File: src/rtl/multicycle_control.sv
// Multicycle processor control FSM: sequences fetch/decode/execute/memory/writeback,
// drives datapath strobes, counts retired instructions and traps on illegal opcodes
// or memory requests that go unacknowledged for too long.
module multicycle_control #(
    parameter int unsigned WAIT_MAX = 15,
    parameter int unsigned CNT_W    = 32
) (
    input  logic             clk,
    input  logic             rst,
    input  logic             run,
    input  logic [5:0]       opcode,
    input  logic             imem_ack,
    input  logic             dmem_ack,
    output logic             imem_req,
    output logic             ir_write,
    output logic             dmem_req,
    output logic             dmem_we,
    output logic             alu_src_imm,
    output logic             read1_rd_select,
    output logic             wb_mem_select,
    output logic             reg_write,
    output logic             pc_write,
    output logic             pc_branch_select,
    output logic             retire,
    output logic [CNT_W-1:0] insn_count,
    output logic [2:0]       state,
    output logic             illegal_insn,
    output logic             bus_error
);

    typedef enum logic [2:0] {
        StIdle   = 3'd0,
        StFetch  = 3'd1,
        StDecode = 3'd2,
        StExec   = 3'd3,
        StMem    = 3'd4,
        StWb     = 3'd5,
        StTrap   = 3'd7
    } state_t;

    // Class codes equal opcode[4:3] once opcode[5] is known to be zero.
    typedef enum logic [1:0] {
        ClsRrr = 2'd0,
        ClsRri = 2'd1,
        ClsJ   = 2'd2,
        ClsMem = 2'd3
    } cls_t;

    localparam int unsigned WaitW = (WAIT_MAX < 2) ? 1 : $clog2(WAIT_MAX + 1);
    localparam logic [WaitW-1:0] WaitLast = WaitW'((WAIT_MAX == 0) ? 0 : WAIT_MAX - 1);

    state_t             r_state, r_state_d;
    cls_t               r_class, r_class_d;
    logic               r_is_sw, r_is_sw_d;
    logic [WaitW-1:0]   r_wait, r_wait_d;
    logic [CNT_W-1:0]   r_count, r_count_d;
    logic               r_illegal, r_illegal_d;
    logic               r_bus_err, r_bus_err_d;

    logic               w_timeout;
    state_t             w_after_retire;
    logic               w_unused_opcode;

    // The cycle that would make the wait count reach WAIT_MAX is the last allowed one.
    assign w_timeout       = (WAIT_MAX != 0) && (r_wait == WaitLast);
    assign w_after_retire  = run ? StFetch : StIdle;
    assign w_unused_opcode = ^opcode[2:1];

    assign state        = r_state;
    assign insn_count   = r_count;
    assign illegal_insn = r_illegal;
    assign bus_error    = r_bus_err;

    // State and bookkeeping registers with synchronous reset.
    always_ff @(posedge clk) begin
        if (rst) begin
            r_state   <= StIdle;
            r_class   <= ClsRrr;
            r_is_sw   <= 1'b0;
            r_wait    <= '0;
            r_count   <= '0;
            r_illegal <= 1'b0;
            r_bus_err <= 1'b0;
        end else begin
            r_state   <= r_state_d;
            r_class   <= r_class_d;
            r_is_sw   <= r_is_sw_d;
            r_wait    <= r_wait_d;
            r_count   <= r_count_d;
            r_illegal <= r_illegal_d;
            r_bus_err <= r_bus_err_d;
        end
    end

    // Next-state, strobe decode, wait counting and retire counting.
    always_comb begin
        imem_req         = 1'b0;
        ir_write         = 1'b0;
        dmem_req         = 1'b0;
        dmem_we          = 1'b0;
        alu_src_imm      = 1'b0;
        read1_rd_select  = 1'b0;
        wb_mem_select    = 1'b0;
        reg_write        = 1'b0;
        pc_write         = 1'b0;
        pc_branch_select = 1'b0;
        retire           = 1'b0;
        r_state_d        = r_state;
        r_class_d        = r_class;
        r_is_sw_d        = r_is_sw;
        r_wait_d         = '0;
        r_illegal_d      = r_illegal;
        r_bus_err_d      = r_bus_err;

        case (r_state)
            StIdle: begin
                if (run) r_state_d = StFetch;
            end
            StFetch: begin
                imem_req = 1'b1;
                if (imem_ack) begin
                    ir_write  = 1'b1;
                    r_state_d = StDecode;
                end else if (w_timeout) begin
                    r_state_d   = StTrap;
                    r_bus_err_d = 1'b1;
                end else begin
                    r_wait_d = r_wait + WaitW'(1);
                end
            end
            StDecode: begin
                if (opcode[5]) begin
                    r_state_d   = StTrap;
                    r_illegal_d = 1'b1;
                end else begin
                    r_class_d = cls_t'(opcode[4:3]);
                    r_is_sw_d = opcode[0];
                    r_state_d = StExec;
                end
            end
            StExec: begin
                case (r_class)
                    ClsRrr: r_state_d = StWb;
                    ClsRri: begin
                        alu_src_imm = 1'b1;
                        r_state_d   = StWb;
                    end
                    ClsJ: begin
                        pc_write         = 1'b1;
                        pc_branch_select = 1'b1;
                        retire           = 1'b1;
                        r_state_d        = w_after_retire;
                    end
                    default: begin
                        read1_rd_select = r_is_sw;
                        r_state_d       = StMem;
                    end
                endcase
            end
            StMem: begin
                dmem_req        = 1'b1;
                dmem_we         = r_is_sw;
                read1_rd_select = r_is_sw;
                if (dmem_ack) begin
                    if (r_is_sw) begin
                        pc_write  = 1'b1;
                        retire    = 1'b1;
                        r_state_d = w_after_retire;
                    end else begin
                        r_state_d = StWb;
                    end
                end else if (w_timeout) begin
                    r_state_d   = StTrap;
                    r_bus_err_d = 1'b1;
                end else begin
                    r_wait_d = r_wait + WaitW'(1);
                end
            end
            StWb: begin
                reg_write     = 1'b1;
                wb_mem_select = (r_class == ClsMem);
                pc_write      = 1'b1;
                retire        = 1'b1;
                r_state_d     = w_after_retire;
            end
            StTrap: begin
                r_state_d = StTrap;
            end
            default: begin
                // Unused encoding: treat as a corrupted state.
                r_state_d   = StTrap;
                r_illegal_d = 1'b1;
            end
        endcase

        r_count_d = retire ? r_count + CNT_W'(1) : r_count;
    end

endmodule

File: config.mk
export PLATFORM = sky130hd
export DESIGN_NAME = multicycle_control
export DESIGN_NICKNAME = d
export VERILOG_FILES = /design/src/rtl/multicycle_control.sv
export SDC_FILE = /design/constraint.sdc
export NUM_CORES = 1
export LEC_CHECK = 0
export BUFFER_PORTS_ARGS = -buffer_cell sky130_fd_sc_hd__buf_2
export CAP_MARGIN = 20
export CORE_MARGIN = 4
export CORE_UTILIZATION = 48
export CTS_CLUSTER_SIZE = 24
export DETAILED_ROUTE_END_ITERATION = 12
export PLACE_DENSITY = 0.84
export REMOVE_ABC_BUFFERS = 1
export SETUP_SLACK_MARGIN = 0.15
export SLEW_MARGIN = 10
export SYNTH_ARGS = -nofsm -noshare
export SYNTH_HDL_FRONTEND = slang
export SYNTH_SLANG_ARGS = --single-unit
File: constraint.sdc
create_clock -name clk -period 1.9 [get_ports clk]
set_input_delay 0.38 -clock clk [delete_from_list [all_inputs] [get_ports clk]]
set_output_delay 0.38 -clock clk [all_outputs]
set_load 0.1 [all_outputs]
# Yosys cells after proc, flatten, opt, wreduce, memory -nomap -nowiden
# Cells that the tools add are included.
dict set report totals {
  ff_bits 44
  input_bits 11
  mem_count 0
  mem_bits_ro 0
  out_inout_bits 48
  latch_bits 0
  word_cells 69
  ramBits 0
}
dict set report classes {
  n_mux 35
  n_eq_ne 14
  shift 0
  div 0
  n_reduce_logical 9
  n_addsub 2
  n_mul 0
  n_lt_le_gt_ge 0
  n_bitwise 2
}
# cell n
set ops {}
lappend ops {{adder 32 x 1 -> 32 bit, second input constant} 1}
lappend ops {{2-to-1 mux 1 bit} 19}
lappend ops {{2-to-1 mux 3 bit} 6}
lappend ops {{case mux 3 bit (6 select lines)} 1}
lappend ops {{2-to-1 mux 4 bit} 3}
lappend ops {{== test 3 bit, second input constant} 3}
lappend ops {{inequality test 2 bit, second input constant} 4}
lappend ops {{case mux 4 bit (2 select lines)} 1}
lappend ops {{== test 3 x 2 -> 1 bit, second input constant} 2}
lappend ops {{case mux 1 bit (2 select lines)} 3}
lappend ops {{case mux 3 bit (2 select lines)} 1}
lappend ops {{OR reduction 6 bit} 1}
lappend ops {{adder 4 x 1 -> 4 bit, second input constant} 1}
lappend ops {{== test 2 bit, second input constant} 2}
lappend ops {{== test 4 bit, second input constant} 1}
lappend ops {{AND reduction 2 bit} 2}
lappend ops {{== test 3 x 1 -> 1 bit, second input constant} 1}
lappend ops {{zero test 3 bit} 1}
lappend ops {{case mux 1 bit (3 select lines)} 1}
lappend ops {{AND reduction 3 bit} 1}
lappend ops {{OR reduction 3 bit} 1}
lappend ops {{== test 2 x 1 -> 1 bit, second input constant} 1}
lappend ops {{zero test 2 bit} 1}
lappend ops {{inverter 1 bit} 2}
lappend ops {{2 further kinds} 2}

# Logic depth before layout (Yosys ltp)
dict set report logic_depth {
  depth_word 4
  mapped_depth 6
  mapped_depth_nobuf 6
}

# Worst setup path after synthesis
# No wires, ideal clock.
dict set report synth_path {
  path_kind {flip-flop to output port}
  from {register r_state[0] (netlist: state[0])}
  to {output port ir_write}
  path_stages_with_launch 5
  path_slack_ps -2136
  path_buffers 1
  required_time_ps 1520
  arrival_time_ps 3656
  cell_sequence {dfxtp_1 -> buf_2 -> nand2b_1 -> nor2_1 -> and2_1}
}
dict set report synth_via {
  elab_chain_len 2
}
# item line_no
set synth_lines {}
lappend synth_lines {{from (decl)} 52} ;# state_t r_state, r_state_d;
lappend synth_lines {{from (signal assigned)} 77} ;# r_state <= StIdle;
lappend synth_lines {{from (signal assigned)} 85} ;# r_state <= r_state_d;
lappend synth_lines {{== test 3 x 1 -> 1 bit} 115} ;# case (r_state)
lappend synth_lines {{2-to-1 mux 1 bit} 115}
lappend synth_lines {{to (decl)} 15} ;# output logic ir_write,
# Every way passes these cells.

# Final worst setup path
dict set report layout_path {
  from {register r_state[1] (netlist: state[1])}
  to {register r_count[20] (netlist: insn_count[20])}
}
dict set report layout_via {
  elab_chain_len 2
  elab_cells_between_ends 4
  cone_classes {eq/ne: 3; mux: 1}
}
# item line_no
set layout_lines {}
lappend layout_lines {{== test 3 bit / == test 3 x 2 -> 1 bit (equally long branches)} 115}
lappend layout_lines {{case mux 1 bit (3 select lines) *} 115}
lappend layout_lines {{to (signal assigned)} 89} ;# r_count <= r_count_d;
lappend layout_lines {{to (decl)} 56} ;# logic [CNT_W-1:0] r_count, r_count_d;
# Mark *: on every way between the ends. The rest lies on a longest branch, timed or not.
# A chain may end at the register's enable or synchronous reset.

==> results_dict.tcl <==
set metrics [dict create \
    maxCapViolCount 0 \
    drtPass1Iterations 4 \
    worst-r2r-cell-count 5 \
    slew_violations 0 \
    via_count 2637 \
    synth_area_per_cell_um2 8.33 \
    io_pins 59 \
    synthMostInstantiatedCell "dfxtp_1" \
    first_iter_violations 172 \
    core_area_um2 4850 \
    finalSetupViolations 0 \
    cts_max_path_buffers 2 \
    post_synth_inst_count 295 \
    finalCritPeriodShare 0.963 \
    share_of_final_layout_standard_cells_stronger_than_drive_strength_1 0.447 \
    grt_first_pass_wirelength_um 11600 \
    gpl.final_weighted_congestion 0.793 \
    reg2reg_setup_slack_ns 0.07 \
    placementRows 25 \
    postSynthRegisterBits 44 \
    fillCellCount 298 \
    clock_insertion_delay_worst_skew_ns 0.30 \
    synth.distinct_cells 43 \
    critical_path_required_ns 2.14 \
    dp_hpwl_um 4530 \
    cts.sink_count 44 \
    antenna_found_initial 0 \
    numPortBuffers 56 \
    grt_util_all_layers 0.225 \
    grt_start_max_net_pins 25 \
    wl_um 7730 \
    avgViaCountPerCell 5.95 \
    final.min_clock_period_ns 1.83 \
    clock-root-buffer "clkbuf_8" \
    cellLeakagePower_nw 1.62 \
    drt.antenna.violating_nets 0 \
    grt_overflow_total 0 \
    placement_setup_slack_ns -0.0241 \
    layout.core_utilization 0.762 \
    sequential_cell_area_um2 910 \
    worstHoldPathType "input port to register" \
    synth_async_sr_flop_share 0 \
    synth_warnings 0 \
    timing.critical_path.to_type "register" \
    cts_inserted_buffers 5 \
    slew-limit-headroom 0.607 \
    critPathMaxStageDelay_ns 0.46 \
    crit_type "register to register" \
    min_delay_path_depth 3 \
    timing.rr.end "insn_count[20]" \
    timing.final.hold_violations 0 \
    crit_path_max_fanout 7 \
    timing.fmax_mhz 546 \
    synth_ff_type "dfxtp_1" \
    synthToLayoutAreaGrowth_pct 50.4 \
    drc 0 \
    fin_nets 390 \
    multiInputGateArea_um2 1810 \
    netlist_top_cells_count "dfxtp_1, nor2_1, a21oi_1, nor2b_1, mux2_2" \
    cp_cell_sequence "nand2b_4, o32a_4, buf_6, or4_1, a21oi_1" \
    start_util 0.507 \
    min-delay-start "opcode[3]" \
    timing.final.ws_setup_ns 0.0696 \
    tritoncts "built" \
    die_w_um 79.5 \
    htree_num_levels 2 \
    dieArea_um2 6330 \
    fin_skew_ns 0.0102 \
    number_of_global_route_vias_before_repair 2458 \
    synth.largest_area_cell "dfxtp_1" \
    worstSetupStartpointType "register" \
    min_delay_worst_endpoint "r_class[0]" \
    synth_area_um2 2460 \
    dieHeight_um 79.5 \
    clk_transition_reported_paths_ns 0.09 \
    antenna_cells 0 \
    power_density_nw_per_um2 478 \
    detail_route.wl_per_cell_um 17.5 \
    timing.rr.start "state[1]" \
    worst_path_max_delay_cell "o32a_4" \
    status "completed" \
    grt_setup_unrepaired "yes" \
    synth_enable_flop_cells 0 \
    synth_seq_area_share 0.359 \
    tightest_slew_ns 0.583 \
    worstPathArrival_ns 2.07 \
    yosys.area.top_type_share 0.359 \
    top_cells_by_area_in_the_synthesized_netlist "dfxtp_1, mux2_2, nor2_1, nor2b_1, a21oi_1" \
    ir_drop_mv 0.431 \
]
-- critical path: cells and delay by family (launching register included) --
kind / cells / cell delay [ns]
compound gates: 2 / 0.61
flops: 1 / 0.37
simple gates: 2 / 0.63
buf+inv: 1 / 0.15
-- worst max-delay path by stage --
stage / from / end / slack, ns
2_1_floorplan: state[1] / alu_src_imm / -2.09
3_3_place_gp: dmem_ack / insn_count[31] / 0.02
3_5_place_dp: dmem_ack / insn_count[29] / -0.02
4_1_cts: state[2] / retire / 0.12
5_1_grt: insn_count[19] / insn_count[20] / 0.02
6_report: state[1] / insn_count[20] / 0.07
-- final cells by class --
cell class / count / area share
multi-input cells: 225 / 0.491
flip-flops and latches: 44 / 0.246
repair buffers: 91 / 0.209
well taps: 67 / 0.0227
clock buffers: 6 / 0.0196
inverters: 9 / 0.0105
clock inverters: 1 / 0.00135
-- cells by family after synthesis --
family,synth area share
simple gates,0.353
flops,0.359
mux,0.0856
compound gates,0.129
xor+xnor,0.0107
fa+ha+maj,0.0153
buf+inv,0.0484
-- power breakdown --
| part | total, mW | switching [mW] | leakage, nW | internal (mW) |
|---|---|---|---|---|
| Sequential | 0.937 | 0.0115 | 0.363 | 0.926 |
| Clock | 0.568 | 0.318 | 0.0410 | 0.251 |
| Combinational | 0.260 | 0.169 | 1.21 | 0.0908 |
| Total | 1.77 | 0.499 | 1.62 | 1.27 |
-- per-stage QoR --
step	setup TNS, ns	cells	hold WS [ns]	power, mW	instance area, um2
finish	0	443	0.332	1.77	3690
global route	0	443	0.364	1.82	3690
CTS	0	437	0.337	1.75	3400
detailed placement	-0.0612	425	0.456	1.18	3070
global placement	0	425	0.444	1.18	3070
floorplan	-46.82	277	0.430	1.09	2370
-- per-layer routing --
metal / share of wire / track usage / vias up / routed length (um)
li1: - / - / 1245 / -
met1: 0.40 / 0.264 / 1275 / 3100
met2: 0.51 / 0.415 / 90 / 3960
met3: 0.047 / 0.0440 / 27 / 367
met4: 0.039 / 0.0567 / 0 / 305
met5: 0 / 0 / - / 0
-- what timing repair did --
action,CTS,global route
resized for setup,48,56
pin swaps,4,20
cloned,1,0
setup endpoints to repair,27,37
setup buffers,4,6
hold buffers,0,0
hold endpoints to repair,0,0
-- cells in the final DEF (no fill, tap or decap), types with 2 or more instances in the layout --
| cell | instances |
|---|---|
| buf_2 | 43 |
| nor2_1 | 34 |
| dfxtp_1 | 29 |
| buf_4 | 23 |
| nor2b_1 | 18 |
| a21oi_1 | 18 |
| nand2_1 | 14 |
| nor4_4 | 14 |
| nand3_1 | 14 |
| or4_1 | 12 |
| buf_12 | 12 |
| buf_6 | 12 |
| mux2_2 | 11 |
| o31ai_1 | 11 |
| dfxtp_2 | 11 |
| nand4_1 | 10 |
| inv_1 | 8 |
| o21ai_0 | 5 |
| and3_1 | 5 |
| mux2_4 | 5 |
| clkbuf_8 | 5 |
| and4_1 | 4 |
| dfxtp_4 | 4 |
| nand2b_4 | 3 |
| nand2b_1 | 3 |
| a31oi_1 | 3 |
| mux2i_1 | 3 |
| nor2_4 | 2 |
| and2_1 | 2 |
| xnor2_1 | 2 |
| o41ai_1 | 2 |
| or2_2 | 2 |
| nor4b_2 | 2 |
| o32a_4 | 2 |
| and4_4 | 2 |
| ha_1 | 2 |
-- sequential cells by signal, summed over array words and instances (netlist names) --
register	cells
r_is_sw	1
illegal_insn	1
r_wait	4
bus_error	1
insn_count	32
r_class	2
state	3
No activity file was read; power rests on OpenSTA's default activity.
